`src/rtl/seg7_pkg.sv`:
```
// Shared constants and helpers for the 7-segment scan controller.
package seg7_pkg;

    localparam logic [6:0] SEG_OFF = 7'b0000000;

    // Bit position of each segment inside a 7-bit segment word.
    localparam int SEG_A = 0;
    localparam int SEG_B = 1;
    localparam int SEG_C = 2;
    localparam int SEG_D = 3;
    localparam int SEG_E = 4;
    localparam int SEG_F = 5;
    localparam int SEG_G = 6;

    localparam int MAX_DIG = 8;

    // Marks zero digits from the MSB downward. Stops at the first nonzero digit
    // or the first digit with its decimal point set. Digit 0 is never marked.
    function automatic logic [MAX_DIG-1:0] lzb_mask(input logic [4*MAX_DIG-1:0] value,
                                                    input logic [MAX_DIG-1:0]   dp,
                                                    input int                   ndig);
        logic [MAX_DIG-1:0] mask;
        logic               stop;
        mask = '0;
        stop = 1'b0;
        for (int i = MAX_DIG - 1; i >= 1; i--) begin
            if (i < ndig && !stop) begin
                if (value[i*4 +: 4] != 4'd0 || dp[i]) begin
                    stop = 1'b1;
                end else begin
                    mask[i] = 1'b1;
                end
            end
        end
        return mask;
    endfunction

endpackage

```
`src/rtl/encode_7seg.sv`:
```
// BCD-to-7-segment encoder, active-high segments, bit0 = a ... bit6 = g.
module encode_7seg
    import seg7_pkg::*;
(
    input  logic [3:0] bcd_i,
    output logic [6:0] seg_o
);

    always_comb begin
        // NOTE: assigning a default before the case keeps this block free of latches.
        seg_o = SEG_OFF;
        case (bcd_i)
            4'd0: seg_o = 7'b0111111;
            4'd1: seg_o = 7'b0000110;
            4'd2: seg_o = 7'b1011011;
            4'd3: seg_o = 7'b1001111;
            4'd4: seg_o = 7'b1100110;
            4'd5: seg_o = 7'b1101101;
            4'd6: seg_o = 7'b1111101;
            4'd7: seg_o = 7'b0000111;
            4'd8: seg_o = 7'b1111111;
            4'd9: seg_o = 7'b1101111;
            default: seg_o = SEG_OFF;
        endcase
    end

endmodule

```
`src/rtl/seg7_scan_ctrl.sv`:
```
// Time-multiplexed scan controller for an NDIG-digit 7-segment display with
// dead-time blanking, double-buffered input and leading-zero blanking.
module seg7_scan_ctrl
    import seg7_pkg::*;
#(
    parameter int NDIG  = 4,
    parameter int DIV   = 1000,
    parameter int BLANK = 8
)
(
    input  logic              CLK,
    input  logic              RST_X,
    input  logic [4*NDIG-1:0] DIN,
    input  logic [NDIG-1:0]   DP_IN,
    input  logic              DIN_VLD,
    output logic              DIN_RDY,
    input  logic              LZB,
    output logic [6:0]        SEG,
    output logic              SEG_DP,
    output logic [NDIG-1:0]   AN_X,
    output logic              FRAME
);

    localparam int CNT_W = $clog2(DIV);
    localparam int DIG_W = $clog2(NDIG);
    localparam logic [CNT_W-1:0] CNT_LAST  = CNT_W'(DIV - 1);
    localparam logic [CNT_W-1:0] CNT_BLANK = CNT_W'(BLANK);
    localparam logic [DIG_W-1:0] DIG_LAST  = DIG_W'(NDIG - 1);
    localparam logic [NDIG-1:0]  AN_ONE    = NDIG'(1);

    logic [CNT_W-1:0]  cnt_q, cnt_d;
    logic [DIG_W-1:0]  dig_q, dig_d;
    logic [4*NDIG-1:0] disp_q, disp_d, pend_q, pend_d;
    logic [NDIG-1:0]   disp_dp_q, disp_dp_d, pend_dp_q, pend_dp_d;
    logic              pend_full_q, pend_full_d;
    logic [NDIG-1:0]   an_q, an_d;
    logic [6:0]        seg_q, seg_d;
    logic              seg_dp_q, seg_dp_d;
    logic              frame_q, frame_d;

    logic              last_slot, boundary, accept;
    logic [3:0]        nib;
    logic              nib_dp, nib_blank;
    logic [6:0]        enc_seg;
    logic [MAX_DIG-1:0] blank_mask;

    assign last_slot = (cnt_q == CNT_LAST);
    assign boundary  = last_slot && (dig_q == DIG_LAST);
    assign accept    = DIN_VLD && !pend_full_q;

    assign blank_mask = lzb_mask(32'(disp_q), 8'(disp_dp_q), NDIG);
    assign nib_blank  = LZB && blank_mask[3'(dig_q)];

    always_comb begin
        nib    = 4'd0;
        nib_dp = 1'b0;
        for (int i = 0; i < NDIG; i++) begin
            if (dig_q == DIG_W'(i)) begin
                nib    = disp_q[i*4 +: 4];
                nib_dp = disp_dp_q[i];
            end
        end
    end

    encode_7seg u_encode (
        .bcd_i (nib),
        .seg_o (enc_seg)
    );

    always_comb begin
        cnt_d       = last_slot ? '0 : cnt_q + 1'b1;
        dig_d       = dig_q;
        disp_d      = disp_q;
        disp_dp_d   = disp_dp_q;
        pend_d      = pend_q;
        pend_dp_d   = pend_dp_q;
        pend_full_d = pend_full_q;
        an_d        = '1;
        seg_d       = SEG_OFF;
        seg_dp_d    = 1'b0;
        frame_d     = boundary;

        if (last_slot) begin
            dig_d = (dig_q == DIG_LAST) ? '0 : dig_q + 1'b1;
        end

        // Pending is empty whenever an accept is possible, so a frame
        // transfer and an accept never compete for the same cycle.
        if (accept) begin
            pend_d      = DIN;
            pend_dp_d   = DP_IN;
            pend_full_d = 1'b1;
        end else if (boundary && pend_full_q) begin
            disp_d      = pend_q;
            disp_dp_d   = pend_dp_q;
            pend_full_d = 1'b0;
        end

        if (cnt_q >= CNT_BLANK) begin
            an_d     = ~(AN_ONE << dig_q);
            seg_d    = (nib > 4'd9 || nib_blank) ? SEG_OFF : enc_seg;
            seg_dp_d = nib_dp;
        end
    end

    always_ff @(posedge CLK) begin
        if (!RST_X) begin
            // NOTE: the data buffers are reset too, so the display reads 0 and no stale value survives reset.
            cnt_q       <= '0;
            dig_q       <= '0;
            disp_q      <= '0;
            disp_dp_q   <= '0;
            pend_q      <= '0;
            pend_dp_q   <= '0;
            pend_full_q <= 1'b0;
            an_q        <= '1;
            seg_q       <= SEG_OFF;
            seg_dp_q    <= 1'b0;
            frame_q     <= 1'b0;
        end else begin
            // NOTE: non-blocking assignments so every register samples the pre-edge values.
            cnt_q       <= cnt_d;
            dig_q       <= dig_d;
            disp_q      <= disp_d;
            disp_dp_q   <= disp_dp_d;
            pend_q      <= pend_d;
            pend_dp_q   <= pend_dp_d;
            pend_full_q <= pend_full_d;
            an_q        <= an_d;
            seg_q       <= seg_d;
            seg_dp_q    <= seg_dp_d;
            frame_q     <= frame_d;
        end
    end

    assign DIN_RDY = !pend_full_q;
    assign AN_X    = an_q;
    assign SEG     = seg_q;
    assign SEG_DP  = seg_dp_q;
    assign FRAME   = frame_q;

endmodule
```
`config.mk`:
```
export PLATFORM = sky130hd
export DESIGN_NAME = seg7_scan_ctrl
export DESIGN_NICKNAME = d
export VERILOG_FILES = /design/src/rtl/seg7_pkg.sv /design/src/rtl/encode_7seg.sv /design/src/rtl/seg7_scan_ctrl.sv
export SDC_FILE = /design/constraint.sdc
export NUM_CORES = 1
export LEC_CHECK = 0
export CELL_PAD_IN_SITES_DETAIL_PLACEMENT = 1
export CELL_PAD_IN_SITES_GLOBAL_PLACEMENT = 2
export CORE_ASPECT_RATIO = 0.6
export CORE_MARGIN = 3
export CORE_UTILIZATION = 37
export CTS_CLUSTER_DIAMETER = 40
export CTS_CLUSTER_SIZE = 40
export DETAILED_ROUTE_END_ITERATION = 8
export PLACE_DENSITY = 0.9
export SLEW_MARGIN = 20
export SYNTH_ARGS = -nofsm -noshare
export SYNTH_HDL_FRONTEND = slang
export SYNTH_SLANG_ARGS = --single-unit
```
`constraint.sdc`:
```
create_clock -name CLK -period 3.5 [get_ports CLK]
set_input_delay 0.7 -clock CLK [delete_from_list [all_inputs] [get_ports CLK]]
set_output_delay 0.7 -clock CLK [all_outputs]
set_load 0.05 [all_outputs]
```
==> results of run 1 <==
[logic make-up (layout without fill, tap and decap cells)]
kind of cell	after synthesis	in the layout
and+or+nand+nor	155	155
buffers and inverters	27	65
muxes	2	2
adders and majority gates	13	13
AOI/OAI and AO/OA	69	69
DFF	66	66
xor gates and xnor gates	8	8
[state kept, by name, summed over array words and instances, names as in the netlist]
name / count
cnt_q: 10
pend_q: 16
disp_q: 16
dig_q: 2
pend_dp_q: 4
SEG_DP: 1
SEG: 7
disp_dp_q: 4
pend_full_q: 1
FRAME: 1
AN_X: 4
[final timing paths]
check	to	cells after the start	slack, ns
max	SEG[2]$_SDFF_PP0_	9	0.67
min	pend_q[3]$_SDFFE_PN0P_	2	0.47
max reg2reg	SEG[2]$_SDFF_PP0_	9	0.67
min reg2reg	pend_q[3]$_SDFFE_PN0P_	2	0.47
[final cells by class]
type | instances | area [um2] | area share
Clock buffer | 13 | 250 | 0.0665
Clock inverter | 3 | 15.0 | 0.00399
Inverter | 10 | 37.5 | 0.00997
Multi-Input combinational cell | 247 | 1620 | 0.430
Sequential cell | 66 | 1320 | 0.351
Tap cell | 108 | 135 | 0.0359
Timing Repair Buffer | 39 | 385 | 0.102
[worst reg2reg max path, cell delays in order, from the launching register on]
cell and delay [ns]:
dfxtp_1 0.42, ha_1 0.69, a211oi_1 0.13, a211oi_2 0.49, inv_1 0.20, ha_1 0.27, nor2_1 0.12, o22ai_1 0.11
o211ai_4 0.19, a21oi_1 0.08
[power by group through the flow]
stage / registers [mW] / logic (mW) / clock network, mW
after global placement: 0.796 / 0.0814 / 0
after floorplan: 0.794 / 0.0429 / 0
final: 0.781 / 0.0819 / 0.798
after CTS: 0.781 / 0.0843 / 0.825
after global routing: 0.782 / 0.0913 / 0.865
after detailed placement: 0.797 / 0.0834 / 0
[layer usage]
| layer | wire, um | GRT usage | up-vias |
|---|---|---|---|
| met5 | 0 | 0 | - |
| met4 | 93 | 0.0586 | 0 |
| met3 | 350 | 0.0590 | 8 |
| met2 | 3010 | 0.222 | 36 |
| met1 | 3800 | 0.229 | 1114 |
| li1 | - | - | 1204 |
[placed cells by master (no fill, tap or decap), drive strengths merged, types with 2 or more instances in the layout]
cell            n
a21boi         42
mux2i           2
o21ai           5
nor3            3
dfxtp          66
and3            7
nor4            4
nand3           6
and2            3
xor2            4
a221oi          2
nand2          96
nand3b          5
nor2b           5
ha             13
nor2           19
a21oi           8
clkinv          3
buf             2
a211oi          4
a221o           2
clkdlybuf4s50  37
inv            10
or4             2
clkbuf         13
xnor2           4
nor3b           3
[through the flow]
stage          total power, mW  instances  setup WS, ns  utilization  hold slack [ns]
2_1_floorplan            0.837        340          1.30            -            0.431
3_3_place_gp             0.877        470         0.952        0.439            0.450
3_5_place_dp             0.880        470         0.709        0.439            0.458
4_1_cts                   1.69        486         0.691        0.472            0.467
5_1_grt                   1.74        486         0.459        0.472            0.483
6_report                  1.66        486         0.668        0.472            0.466
==> results.txt, run 1 <==
* Number of enable flip-flop cells after synthesis: 0
* Post-route minimum period: 2.83 ns
- Wire length reported by the detailed router: 7250 um
- On the worst path, the slowest cell contributes a delay of 0.69 ns.
* Clock insertion delay at the later pin of the skew report: 0.33 ns
* Peak clock frequency supported by timing: 0.353 GHz
* Seq/Total Area, Yosys: 0.429
* Detailed-route DRC error count: 0
- Across the routed clock network, the largest skew measured is 0.00779 ns.
- In this run the most critical hold path is launched from pend_q[3]$_SDFFE_PN0P_.
- The H-tree was split into 3 levels.
- Port buffering added 37 buffers.
- Clock root cell: clkbuf_16
- Setup violations remaining at the end of the flow were counted as 0.
- Counting every instance in the synthesized netlist gives 340.
* Number of buffers added by the clock tree synthesis step: 9
- Category of the worst setup path capture point: flip-flop
- Synthesis-stage register bit count: 66
- TritonCTS built the clock tree.
* Share of synthesized cell area in full adder, half adder and majority cells: 0.0528
- Final cell area excluding filler cells: 3760 um2
- Die area: 9490 um2
* Nets in the synthesized netlist: 377
- Largest net degree at the start of global routing: 49
- Of all flip-flops after synthesis, the portion carrying an async set or reset was 0.
* Path category of the worst min-delay check: reg2reg
* Psw: 0.352 mW
* Top flip-flop cell by instance count after synthesis: dfxtp_1
- Setup TNS: 0 ns
- Synth Area in XOR/XNOR: 0.0228
- Number of iterations in the first detailed-routing pass: 4
- The first global-routing pass estimated 11900 um of wire.
- The Yosys step of the flow raised 0 warnings.
* Logic gate share of total power: 0.049
- The share of synthesized area in the top cell type comes to 0.429.
- In the routed layout, each cell is associated on average with a via count of 4.86.
- Dividing total power by cell area gives a power density of 441 nW/um2.
* Data required, critical path: 3.68 ns
- The synthesized design spends more area on one cell type than any other, namely dfxtp_1.
- Post-cts hold buffer count: 0
- CTS sink count: 66
- On the critical path the largest part of the delay comes from compound AO/OA/AOI/OAI gates.
- The clock passes through at most 2 buffers.
- For this run the aggregate overflow at the end of global routing stands at 0.
- Headroom to the max-slew limit: 0.457
* Average detailed-routed wire length per instance: 14.9 um
- The die is 76.7 um tall.
* Gr usage total: 0.161
* Post-Synth Simple-Gate Area: 0.244
- The floorplan step defined a core boundary enclosing 7980 um2.
* Vias in the first global route: 2371
- Data on the critical path arrives at its endpoint at 3.01 ns.
* Static leakage power: 1.37 nW
- Placed instance area: 3500 um2
- Final period utilization: 0.809
- After clock tree synthesis, the clock-pin slew on the worst setup and hold paths is 0.05 ns.
* Startpoint types: flip-flop
* Final hold violation count: 0
* Number of antenna violations at the first check in global routing: 0
- The floorplan has 25 rows.
* Die width: 124 um
- Drt initial violations: 113
* Max capacitance violation total: 0
- By area, the combinational part of the netlist is dominated by simple AND/OR/NAND/NOR gates.
- Summed instance area of the synthesized netlist: 3080 um2
- Number of nets at the end of the flow: 410
* Proportion of power drawn by flip-flops and latches: 0.470
- Synthesized area per cell: 9.05 um2
- In this run the post-CTS setup repair buffer count came out at 0.
* Slowest cell on the critical path: ha_1
- Yosys instantiated no cell more often than nand2_1.
- Result of the run: finished clean
- In this run the worst setup path begins at dig_q[1]$_SDFFE_PN0N_.
- At the pin with the least slew margin, the transition time is 0.813 ns.
- Across the VDD grid, the largest voltage drop is 266 uV.
* Share of power burned in the clock network: 0.480
- Compound-cell area share of the yosys netlist: 0.200
- HPWL reported at the end of detailed placement: 5220 um
- Once detail routing completed, the nets flagged for antenna violations numbered 0.
- After filler insertion, the fill cell instance count of the layout stands at 930.
- The internal portion of the total power is 1.31 mW.
* Number of max-slew violations in the final report: 0
- Startpoint-to-endpoint class of the critical path: reg2reg
* Max FO, Critical Path: 19
* Synth cell count leaders: 96 x nand2_1, 66 x dfxtp_1, 22 x a21boi_0
- Unrepaired setup endpoints after global routing: false
- Unique masters post-synth: 48
- Area added between synthesis and finish: 22.3%
* CP most frequent cell: ha_1
- After clock tree synthesis, the repair step resized 0 gates.
- Cell types occupying the most area after synthesis: dfxtp_1 43%, nand2_1 12%, a21boi_2 5.9%
- Startpoint of the most critical register-to-register path: dig_q[1]$_SDFFE_PN0N_
- Pin placement for this block handled 38 I/O pins.
* Fraction of layout instances using a drive strength above 1: 0.130
* RePlAce Congestion: 0.780
- The repair_antennas step left the layout with diodes totalling 0.
* Vias post-DR: 2362
- The number of buffers and inverters on the critical path is 1.
- Multiplexer fraction of the synthesized cell area: 0.00650
* Cells along the critical path: ha_1 -> a211oi_1 -> a211oi_2 -> inv_1 -> ha_1 -> nor2_1 -> o22ai_1 -> o211ai_4 -> a21oi_1
- Switch share: 0.212
- Effective utilization at floorplan: 0.386
No activity file was read; power rests on OpenSTA's default activity.
==> inputs of run 2 (changes only) <==
Settings changed: CORE_UTILIZATION 37 to 34, PLACE_DENSITY 0.9 to 0.84.
Clock period 3.5 ns to 3 ns, I/O delays scaled along.
==> results.txt, run 2 (synthesized netlist as in run 1, its figures left out) <==
- The floorplan step set the die width to 129 um.
- Endpoint of the most critical register-to-register path: SEG[2]$_SDFF_PP0_
- Category of the worst setup path capture point: flip-flop
* IO Count: 38
* Final period utilization: 0.887
* Worst Tran Pin Value: 0.765 ns
* Multi-input gate area: 1620 um2
- Standard-cell row count: 26
- Biggest registers after layout: disp_q: 16 flops, pend_q: 16 flops, cnt_q: 10 flops
* Number of antenna violations at the first check in global routing: 0
- Setup violations remaining at the end of the flow were counted as 0.
* Static leakage power: 1.40 nW
- Tracing the worst setup path back leads to its startpoint at dig_q[0]$_SDFFE_PN0N_.
* Deepest clock path buffer count: 2
- Along the worst path, the maximum fanout reaches 15.
- Once detail routing completed, the nets flagged for antenna violations numbered 0.
* Clk slew on worst S/H paths: 0.05 ns
- Buffers placed on the I/O ports in this run total 37.
* Clock tree from TritonCTS: yes
- Headroom to the max-slew limit: 0.488
- Register Area: 1320 um2
* Setup TNS: 0 ns
- Gates resized during post-CTS repair numbered 0.
- After the first detailed-routing iteration, the DRC count stood at 94.
- Count of cells along the worst register-to-register path: 10
- Final hold violation count: 0
- The total count of max-transition violations in the final report is 0.
- The routed layout has 2402 vias.
- Clock root cell: clkbuf_16
- Area added between synthesis and finish: 24.7%
* Final core utilization: 0.443
- Share of power burned in the clock network: 0.522
- Post-route minimum period: 2.66 ns
* HPWL reported at the end of detailed placement: 5290 um
* Cell-internal power: 1.68 mW
- Die area: 10300 um2
- Wire length of the first global-routing pass: 12000 um
- Entering global routing, the biggest net connects 49 pins.
- Placeable core region: 8650 um2
* Number of nets at the end of the flow: 412
- Following the worst setup path forward leads to its endpoint at SEG[2]$_SDFF_PP0_.
* PD cells: 549 nW/um2
- Number of antenna repair diodes: 0
- Psw: 0.422 mW
- VDD sags by at most 282 uV.
- Before antenna repair, the detailed router went through 4 iterations.
- CTS saw 66 sinks.
- Sum of overflow across all layers after global routing: 0
* Height of the chip: 79.7 um
* Peak clock frequency supported by timing: 0.376 GHz
- Startpoint of the most critical register-to-register path: dig_q[0]$_SDFFE_PN0N_
- The number of setup buffers added after CTS is 0.
- Data required, critical path: 3.19 ns
- In the final layout, the share of cells above drive strength 1 is 0.137.
- Most frequent cells in the layout: 96 x nand2_1, 66 x dfxtp_1, 37 x clkdlybuf4s50_1
- The run finished with clean final reports.
- Of the total power, combinational logic draws 0.046.
- At the worst endpoint, the arrival time is 2.85 ns.
- Max capacitance violation total: 0
* Startpoint-to-endpoint class of the critical path: reg2reg
* Post-cts hold buffer count: 0
* Wire length reported by the detailed router: 7160 um
- After detailed routing, the number of vias per cell comes to 4.88.
* Worst-case clock skew: 0.00881 ns
- Clock tree synthesis inserted a total of 9 buffers.
- The number of global-route vias before repair came to 2366.
- CTS H-tree lvls: 3
* Switch share: 0.200
* Effective utilization at floorplan: 0.356
- At the end of routability-driven placement, the weighted congestion stood at 0.815.
- Average detailed-routed wire length per instance: 14.6 um
* Most frequent standard cell in the layout excluding fill and tap cells: nand2_1
- Gr usage total: 0.152
- Unrepaired setup endpoints after global routing: false
- For flop-to-flop paths, the worst setup slack is 0.34 ns.
- The worst hold path belongs to the class reg2reg.
- Of the total power, registers draw 0.432.
- STA classifies the critical path startpoint as a flip-flop.
* Detailed-route DRC error count: 0
- At the later pin of the worst-skew pair, clock insertion delay measures 0.33 ns.
- FILL cells: 1005
-- run 2: changes by cell type in the layout (fill, tap and decap cells not counted), sizes merged --
cell	before	now
bufinv	0	1
clkinv	3	0
clkbuf	13	15
buf	2	4
-- run 2: worst min-delay path by stage --
stage	slack, ns	startpoint	cells after the start	end
finish	0.46	pend_q[10]$_SDFFE_PN0P_	2	disp_q[10]$_SDFFE_PN0P_
global route	0.48	pend_q[0]$_SDFFE_PN0P_	2	disp_q[0]$_SDFFE_PN0P_
CTS	0.47	pend_q[6]$_SDFFE_PN0P_	2	pend_q[6]$_SDFFE_PN0P_
detailed placement	0.46	pend_q[14]$_SDFFE_PN0P_	2	disp_q[14]$_SDFFE_PN0P_
global placement	0.45	disp_q[14]$_SDFFE_PN0P_	2	disp_q[14]$_SDFFE_PN0P_
floorplan	0.43	disp_q[14]$_SDFFE_PN0P_	2	disp_q[14]$_SDFFE_PN0P_
-- run 2: power groups by stage --
stage | Sequential, mW | Clock [mW] | Combinational [mW]
2_1_floorplan | 0.927 | 0 | 0.0501
3_3_place_gp | 0.929 | 0 | 0.0968
3_5_place_dp | 0.929 | 0 | 0.0988
4_1_cts | 0.911 | 1.12 | 0.0992
5_1_grt | 0.913 | 1.16 | 0.108
6_report | 0.911 | 1.10 | 0.0971
-- run 2: per-layer routing --
metal  share of wire  routed length (um)  track usage  vias up
met2            0.40                2870        0.211       38
met4           0.011                  79       0.0472        0
met5               0                   0            0        -
met3           0.048                 342       0.0575       10
met1            0.54                3870        0.214     1140
li1                -                   -            -     1214
-- run 2: metrics by stage --
stage	instances	hold slack, ns	power, mW	area, um2	setup WS (ns)
after floorplan	340	0.431	0.977	3080	0.800
after global placement	476	0.447	1.03	3520	0.469
after detailed placement	476	0.458	1.03	3520	0.358
after CTS	492	0.467	2.13	3840	0.336
after global routing	492	0.480	2.18	3840	0.120
final	492	0.465	2.11	3840	0.340
-- run 2: cell type report --
type / instances / share of cell area
clock inverters: 1 / 0.00783
flip-flops and latches: 66 / 0.344
inverters: 10 / 0.00978
clock buffers: 15 / 0.0750
well taps: 112 / 0.0365
repair buffers: 41 / 0.104
multi-input cells: 247 / 0.422
-- run 2: worst max-delay path, cell delays in order, from the launching register on --
cell,delay [ns]
dfxtp_1,0.35
ha_1,0.41
buf_4,0.25
nor2b_1,0.14
a211oi_2,0.43
inv_1,0.19
ha_1,0.25
nor2_1,0.10
o22ai_1,0.10
o211ai_4,0.18
a21oi_1,0.08
==> inputs of run 3 (changes only) <==
Settings changed: CTS_CLUSTER_SIZE 40 to default.
==> results of run 3 <==
The final DEF is identical to that of run 2; final timing and power are the same.
